## src/rtl/physics_pkg.sv

```systemverilog
// Shared definitions for the collision scheduler.
//
// Contents:
//   - DEF_* : default values for the scheduler parameters
//   - sched_state_e : scheduler FSM state encoding
//   - idx_width() : index width for a table of n entries (never below 1)
package physics_pkg;

  localparam int unsigned DEF_NUM_POINTS    = 8;
  localparam int unsigned DEF_NUM_EDGES     = 16;
  localparam int unsigned DEF_POSITION_SIZE = 8;
  localparam int unsigned DEF_VELOCITY_SIZE = 8;
  localparam int unsigned DEF_TIMEOUT       = 15;

  typedef enum logic [2:0] {
    ST_IDLE,
    ST_SCAN,
    ST_ISSUE,
    ST_WAIT,
    ST_WRITE,
    ST_DONE
  } sched_state_e;

  // A one-entry table still needs a 1-bit index port.
  function automatic int unsigned idx_width(input int unsigned n);
    return (n > 1) ? $clog2(n) : 1;
  endfunction

endpackage

```

## src/rtl/sched_index_counter.sv

```systemverilog
// Nested point/edge index counter for the collision scheduler.
//
// The edge index is the inner loop and the point index is the outer loop.
// Neither index ever wraps by overflow. The edge index returns to zero only
// through an explicit clear or a point advance. The point index stops at
// NUM_POINTS-1. The last-flags come from equality compares, so
// non-power-of-two table sizes behave correctly.
//
// Ports:
//   clk, rst_n    clock, asynchronous active-low reset
//   clr_i         zero both indices (frame start)
//   edge_inc_i    step the edge index; after the last edge, wrap to the next point
//   pt_adv_i      abandon the remaining edges and move to the next point
//   pt_idx_o      current point index
//   edge_idx_o    current edge index
//   pt_last_o     point index equals NUM_POINTS-1
//   edge_last_o   edge index equals NUM_EDGES-1
module sched_index_counter
  import physics_pkg::*;
#(
  parameter int unsigned NUM_POINTS = DEF_NUM_POINTS,
  parameter int unsigned NUM_EDGES  = DEF_NUM_EDGES,
  localparam int unsigned PW = idx_width(NUM_POINTS),
  localparam int unsigned EW = idx_width(NUM_EDGES)
) (
  input  logic          clk,
  input  logic          rst_n,
  input  logic          clr_i,
  input  logic          edge_inc_i,
  input  logic          pt_adv_i,
  output logic [PW-1:0] pt_idx_o,
  output logic [EW-1:0] edge_idx_o,
  output logic          pt_last_o,
  output logic          edge_last_o
);

  logic [PW-1:0] pt_q;
  logic [EW-1:0] edge_q;

  assign pt_last_o   = (pt_q == PW'(NUM_POINTS - 1));
  assign edge_last_o = (edge_q == EW'(NUM_EDGES - 1));
  assign pt_idx_o    = pt_q;
  assign edge_idx_o  = edge_q;

  // NOTE: sequential state uses non-blocking assignments. Every register then
  // updates from the values that held before the clock edge, regardless of
  // block ordering.
  always_ff @(posedge clk or negedge rst_n) begin
    if (!rst_n) begin
      pt_q   <= '0;
      edge_q <= '0;
    end else if (clr_i) begin
      pt_q   <= '0;
      edge_q <= '0;
    end else if (pt_adv_i || edge_inc_i) begin
      if (pt_adv_i || edge_last_o) begin
        edge_q <= '0;
        // At the last point the FSM is leaving the scan, so hold the index.
        if (!pt_last_o) pt_q <= pt_q + PW'(1);
      end else begin
        edge_q <= edge_q + EW'(1);
      end
    end
  end

endmodule

```

## src/rtl/collision_scheduler.sv

```systemverilog
// Collision scheduler: walks every (point, edge) pair once per frame.
// An external combinational detector reports a crossing on hit_in. For the
// first hit of each point, the scheduler launches one collision-datapath
// operation. It then waits for the datapath result and strobes a point
// write-back. The remaining edges of that point are skipped.
//
// Optional feature: define COLLISION_SCHED_TIMEOUT_EN to bound the datapath
// wait to TIMEOUT cycles. On expiry the point is skipped and the sticky
// timeout_err_out flag is set.
//
// Ports:
//   clk_in, rst_n_in   clock, asynchronous active-low reset
//   start_in           one-cycle pulse that starts a frame (accepted only in IDLE)
//   busy_out           frame in progress
//   done_out           one-cycle pulse at frame end
//   pt_addr_out        point register-file read index
//   pt_pos_*_in        point position (read by the external detector)
//   pt_vel_*_in        point velocity (read by the external detector)
//   edge_addr_out      edge table read index
//   hit_in             detector result for the current pair
//   coll_valid_out     one-cycle datapath launch
//   coll_valid_in      datapath result-valid pulse
//   wb_valid_out       one-cycle point write-back strobe
//   wb_addr_out        write-back point index
//   hit_count_out      points resolved in the last frame
//   timeout_err_out    sticky datapath timeout flag (only with the macro)
module collision_scheduler
  import physics_pkg::*;
#(
  parameter int unsigned NUM_POINTS    = DEF_NUM_POINTS,
  parameter int unsigned NUM_EDGES     = DEF_NUM_EDGES,
  parameter int unsigned POSITION_SIZE = DEF_POSITION_SIZE,
  parameter int unsigned VELOCITY_SIZE = DEF_VELOCITY_SIZE,
  parameter int unsigned TIMEOUT       = DEF_TIMEOUT,
  localparam int unsigned PW = idx_width(NUM_POINTS),
  localparam int unsigned EW = idx_width(NUM_EDGES),
  localparam int unsigned HW = $clog2(NUM_POINTS) + 1
) (
  input  logic                     clk_in,
  input  logic                     rst_n_in,
  input  logic                     start_in,
  output logic                     busy_out,
  output logic                     done_out,
  output logic [PW-1:0]            pt_addr_out,
  input  logic [POSITION_SIZE-1:0] pt_pos_x_in,
  input  logic [POSITION_SIZE-1:0] pt_pos_y_in,
  input  logic [VELOCITY_SIZE-1:0] pt_vel_x_in,
  input  logic [VELOCITY_SIZE-1:0] pt_vel_y_in,
  output logic [EW-1:0]            edge_addr_out,
  input  logic                     hit_in,
  output logic                     coll_valid_out,
  input  logic                     coll_valid_in,
  output logic                     wb_valid_out,
  output logic [PW-1:0]            wb_addr_out,
  output logic [HW-1:0]            hit_count_out
`ifdef COLLISION_SCHED_TIMEOUT_EN
  ,
  output logic                     timeout_err_out
`endif
);

  sched_state_e  state_q;
  logic          busy_q, done_q, coll_valid_q, wb_valid_q;
  logic [PW-1:0] wb_addr_q;
  logic [HW-1:0] hit_count_q;

  logic          cnt_clr, cnt_edge_inc, cnt_pt_adv;
  logic [PW-1:0] pt_idx;
  logic [EW-1:0] edge_idx;
  logic          pt_last, edge_last;
  logic          timeout_skip;

  // Point kinematics feed the external detector, not this block. TIMEOUT is
  // only consumed when the timeout feature is built in.
  logic unused_inputs;
  assign unused_inputs = ^{pt_pos_x_in, pt_pos_y_in, pt_vel_x_in, pt_vel_y_in}
                         ^ (TIMEOUT == 0);

`ifdef COLLISION_SCHED_TIMEOUT_EN
  localparam int unsigned TW = idx_width(TIMEOUT);
  logic [TW-1:0] timer_q;
  logic          timeout_err_q;

  // timer_q counts WAIT cycles already spent. Expiry fires on the TIMEOUT-th.
  assign timeout_skip = (state_q == ST_WAIT) && !coll_valid_in
                        && (timer_q == TW'(TIMEOUT - 1));
  assign timeout_err_out = timeout_err_q;
`else
  assign timeout_skip = 1'b0;
`endif

  sched_index_counter #(
    .NUM_POINTS (NUM_POINTS),
    .NUM_EDGES  (NUM_EDGES)
  ) u_index (
    .clk         (clk_in),
    .rst_n       (rst_n_in),
    .clr_i       (cnt_clr),
    .edge_inc_i  (cnt_edge_inc),
    .pt_adv_i    (cnt_pt_adv),
    .pt_idx_o    (pt_idx),
    .edge_idx_o  (edge_idx),
    .pt_last_o   (pt_last),
    .edge_last_o (edge_last)
  );

  // Index control. The indices do not move in ISSUE or WAIT, so both
  // addresses stay stable while the datapath works.
  // NOTE: every always_comb output is given a default first. A path that
  // leaves a signal unassigned would otherwise infer a latch.
  always_comb begin
    cnt_clr      = 1'b0;
    cnt_edge_inc = 1'b0;
    cnt_pt_adv   = 1'b0;
    case (state_q)
      ST_IDLE:  cnt_clr      = start_in;
      ST_SCAN:  cnt_edge_inc = !hit_in;
      ST_WAIT:  cnt_pt_adv   = timeout_skip;
      ST_WRITE: cnt_pt_adv   = 1'b1;
      default:  ;
    endcase
  end

  always_ff @(posedge clk_in or negedge rst_n_in) begin
    if (!rst_n_in) begin
      state_q      <= ST_IDLE;
      busy_q       <= 1'b0;
      done_q       <= 1'b0;
      coll_valid_q <= 1'b0;
      wb_valid_q   <= 1'b0;
      wb_addr_q    <= '0;
      hit_count_q  <= '0;
`ifdef COLLISION_SCHED_TIMEOUT_EN
      timer_q       <= '0;
      timeout_err_q <= 1'b0;
`endif
    end else begin
      done_q       <= 1'b0;
      coll_valid_q <= 1'b0;
      wb_valid_q   <= 1'b0;
      case (state_q)
        ST_IDLE: begin
          if (start_in) begin
            busy_q      <= 1'b1;
            hit_count_q <= '0;
`ifdef COLLISION_SCHED_TIMEOUT_EN
            timeout_err_q <= 1'b0;
`endif
            state_q     <= ST_SCAN;
          end
        end
        ST_SCAN: begin
          if (hit_in)                   state_q <= ST_ISSUE;
          else if (pt_last && edge_last) state_q <= ST_DONE;
        end
        ST_ISSUE: begin
          coll_valid_q <= 1'b1;
`ifdef COLLISION_SCHED_TIMEOUT_EN
          timer_q      <= '0;
`endif
          state_q      <= ST_WAIT;
        end
        ST_WAIT: begin
          // Results only count here. A pulse arriving in any other state is
          // dropped, so a stale result cannot trigger a second launch.
          if (coll_valid_in) begin
            state_q <= ST_WRITE;
`ifdef COLLISION_SCHED_TIMEOUT_EN
          end else if (timeout_skip) begin
            timeout_err_q <= 1'b1;
            state_q       <= pt_last ? ST_DONE : ST_SCAN;
          end else begin
            timer_q <= timer_q + TW'(1);
`endif
          end
        end
        ST_WRITE: begin
          wb_valid_q  <= 1'b1;
          wb_addr_q   <= pt_idx;
          hit_count_q <= hit_count_q + HW'(1);
          state_q     <= pt_last ? ST_DONE : ST_SCAN;
        end
        ST_DONE: begin
          done_q  <= 1'b1;
          busy_q  <= 1'b0;
          state_q <= ST_IDLE;
        end
        default: state_q <= ST_IDLE;
      endcase
    end
  end

  assign busy_out       = busy_q;
  assign done_out       = done_q;
  assign coll_valid_out = coll_valid_q;
  assign wb_valid_out   = wb_valid_q;
  assign wb_addr_out    = wb_addr_q;
  assign hit_count_out  = hit_count_q;
  assign pt_addr_out    = pt_idx;
  assign edge_addr_out  = edge_idx;

endmodule
```

## config.mk

```make
export PLATFORM = sky130hd
export DESIGN_NAME = collision_scheduler
export DESIGN_NICKNAME = d
export VERILOG_FILES = /design/src/rtl/physics_pkg.sv /design/src/rtl/sched_index_counter.sv /design/src/rtl/collision_scheduler.sv
export SDC_FILE = /design/constraint.sdc
export NUM_CORES = 1
export LEC_CHECK = 0
export CAP_MARGIN = 40
export CORE_ASPECT_RATIO = 0.9
export CORE_MARGIN = 2
export CORE_UTILIZATION = 32
export DETAILED_ROUTE_END_ITERATION = 12
export HOLD_SLACK_MARGIN = 0.1
export PLACE_DENSITY = 0.79
export SLEW_MARGIN = 10
export SYNTH_ARGS = -nofsm -noshare
export SYNTH_HDL_FRONTEND = slang
export SYNTH_SLANG_ARGS = --single-unit
```

## constraint.sdc

```tcl
create_clock -name clk_in -period 3 [get_ports clk_in]
set_clock_uncertainty 0.05 [all_clocks]
set_input_delay 0.45 -clock clk_in [delete_from_list [all_inputs] [get_ports clk_in]]
set_output_delay 0.45 -clock clk_in [all_outputs]
set_load 0.02 [all_outputs]
```

==> results.cfg <==
[run_status]
status = completed

[sta]
setup_viol = 0
hold_viol = 0
fin_crit_sh_pct = 64.54
slew_headroom_pct = 66.59
worst_pin_slew_ns = 0.4959
period_needed_ns = 1.936
fin_ws_ns = 1.064
fin_tns_setup_ns = 0
fmax_mhz = 516.5
finalMaxSlewViolations = 0
rsz0062_at_grt = false

[logic_synthesis]
synth_seq_cells = 21
yosysWarnings = 0
syn_inst = 104
synth_edf_count = 0
syn_avg_cell_area_um2 = 9.829
syn_area_mm2 = 0.001022
async_reset_ff_share_pct = 100.0
syn_nets = 145
synth_cell_type_count = 32
ys_seq_area_share_pct = 51.41
synthFlopType = dfrtp_1

[floorplan]
initial_core_util_pct = 33.59
core-area_mm2 = 0.003043
die_width_um = 63.58
row_count = 19
dieArea_mm2 = 0.003663
die_h_um = 57.62
io_pins = 55

[placement]
placed_area_mm2 = 0.001289
dp_hpwl_um = 1548
place.gp.congestion = 0.8298
place_ws_ns = 0.8540
portBuffers = 22

[critical_path]
arrival_ns = 1.44
start_kind = flip-flop
required_ns = 2.50
cp.depth = 1
reg2reg_depth = 4
critPathCaptureType = output port
crit_family = buffers and inverters
cp_max_fo = 6
crit_buf_inv = 1
slowest_stage = clkdlybuf4s50_1
crit_chain = clkdlybuf4s50_1
max_stage_delay_ns = 0.65
crit_type = flip-flop to output port

[cells_and_area]
area_growth_pct = 28.76
regArea_um2 = 525.5
fin_nets = 170
drive_above_1_share_pct = 9.375
n_fill_cell = 312
finish.instance_area_mm2 = 0.001316
final_cell_mix = nand2_1 (24), clkdlybuf4s50_1 (22), dfrtp_1 (21)
diodes = 0
final_common_cell = nand2_1
multiInputGateArea_um2 = 460.4

[clocking]
post_cts_buffers = 0
cts_tree = yes
cts_buffers = 3
cts.clk_slew.worst_paths_ns = 0.12
cts-root-buf = clkbuf_4
worstSkewPairLatency_ns = 0.32
clock_path_buffers = 2
ctsResizeCount = 0
hold_buffers = 0
cts.htree.levels = 1
numClockSinks = 21

[job]
drv_cap = 0

[global_routing]
first_global_vias = 778
overflow = 0
grt_pass1_wl_um = 3567
grt_max_degree = 17
gr-usage-all-layers_pct = 13.12
grt_antenna_before_repair = 0

[drt]
dr.pass1.iters = 5
viasPerCell = 4.771
drc = 0
wl_per_cell_um = 12.29
dr_total_vias = 811
drt_iter0_drc = 35
drtAntennaViolNets = 0
wirelength_um = 2090

[power]
vdd_drop_max_v = 0.0006149
cellLeakagePower_uw = 0.0006000
cellPowerDensity_mw_per_mm2 = 949.0

[hold_path]
hold_class = input port to asynchronous set/reset pin
==> power by group <==
part	switching [uW]	internal (uW)	total, uW	leakage [uW]
sequential	133	385	519	0.000274
combinational	298	290	588	0.000308
clock	92.3	50.0	142	0.0000177
total	523	726	1250	0.000600
==> registers in the layout, indices dropped and copies added, names as in the netlist <==
register / cells
hit_count_out: 4
u_index.edge_idx_o: 4
state_q: 3
u_index.pt_idx_o: 3
wb_addr_out: 3
busy_out: 1
coll_valid_out: 1
done_out: 1
wb_valid_out: 1
==> synth_stat cells, types with 2 or more instances <==
library cell,n,area (um2)
a21oi_1,6,30.03
a32o_1,2,20.02
buf_2,2,10.01
dfrtp_1,21,525.5
ha_1,4,50.05
inv_1,3,11.26
nand2_1,24,90.09
nand3_1,3,15.01
nor2_1,9,33.78
nor3_2,2,20.02
o21ai_0,5,25.02
xor2_1,3,26.28
==> logic make-up (layout without fill, tap and decap cells) <==
kind of cell               count (synthesis)  after routing  share of synthesized area (%)
muxes                                      1              1                         0.9792
adders and majority gates                  4              4                          4.896
buffers and inverters                      7             31                          3.549
DFF                                       21             21                          51.41
AOI/OAI and AO/OA                         20             20                          12.98
and+or+nand+nor                           48             48                          23.62
xor gates and xnor gates                   3              3                          2.571
==> area by class of cell <==
class                      count  area share [%]
sequential                    21           39.92
multi-input combinational     76           34.98
timing repair buffer          23           17.87
tap                           42           3.992
clock buffer                   3           1.711
inverter                       4           1.141
clock inverter                 1          0.3802
==> path summary, 6_finish.rpt <==
check,from,end,slack (ns)
worst min register to register,wb_addr_out[0],wb_addr_out[0],0.44
worst max register to register,state_q[2],u_index.pt_idx_o[1],1.22
worst min-delay path,rst_n_in,hit_count_out[2],0.31
min in group clk_in,wb_addr_out[0],wb_addr_out[0],0.44
worst max-delay path,u_index.edge_idx_o[0],edge_addr_out[0],1.06
max in group asynchronous,rst_n_in,u_index.pt_idx_o[0],2.19
==> metal layers <==
layer / vias to the layer above / routed length [um] / global-route usage, %
li1: 408 / - / -
met1: 380 / 977 / 15.81
met2: 19 / 1004 / 21.65
met3: 4 / 58 / 3.495
met4: 0 / 50 / 7.143
met5: - / 0 / 0
==> through the flow <==
stage / total power, uW / cells / util [%] / hold WS [ns]
global route: 1351 / 170 / 43.26 / 0.3014
detailed placement: 1115 / 166 / 42.35 / 0.4188
global placement: 1089 / 165 / 41.86 / 0.4103
finish: 1249 / 170 / 43.26 / 0.3075
floorplan: 883.8 / 104 / - / 0.1044
CTS: 1261 / 170 / 43.26 / 0.3079
Note: power is estimated with default switching activity, not from simulation.
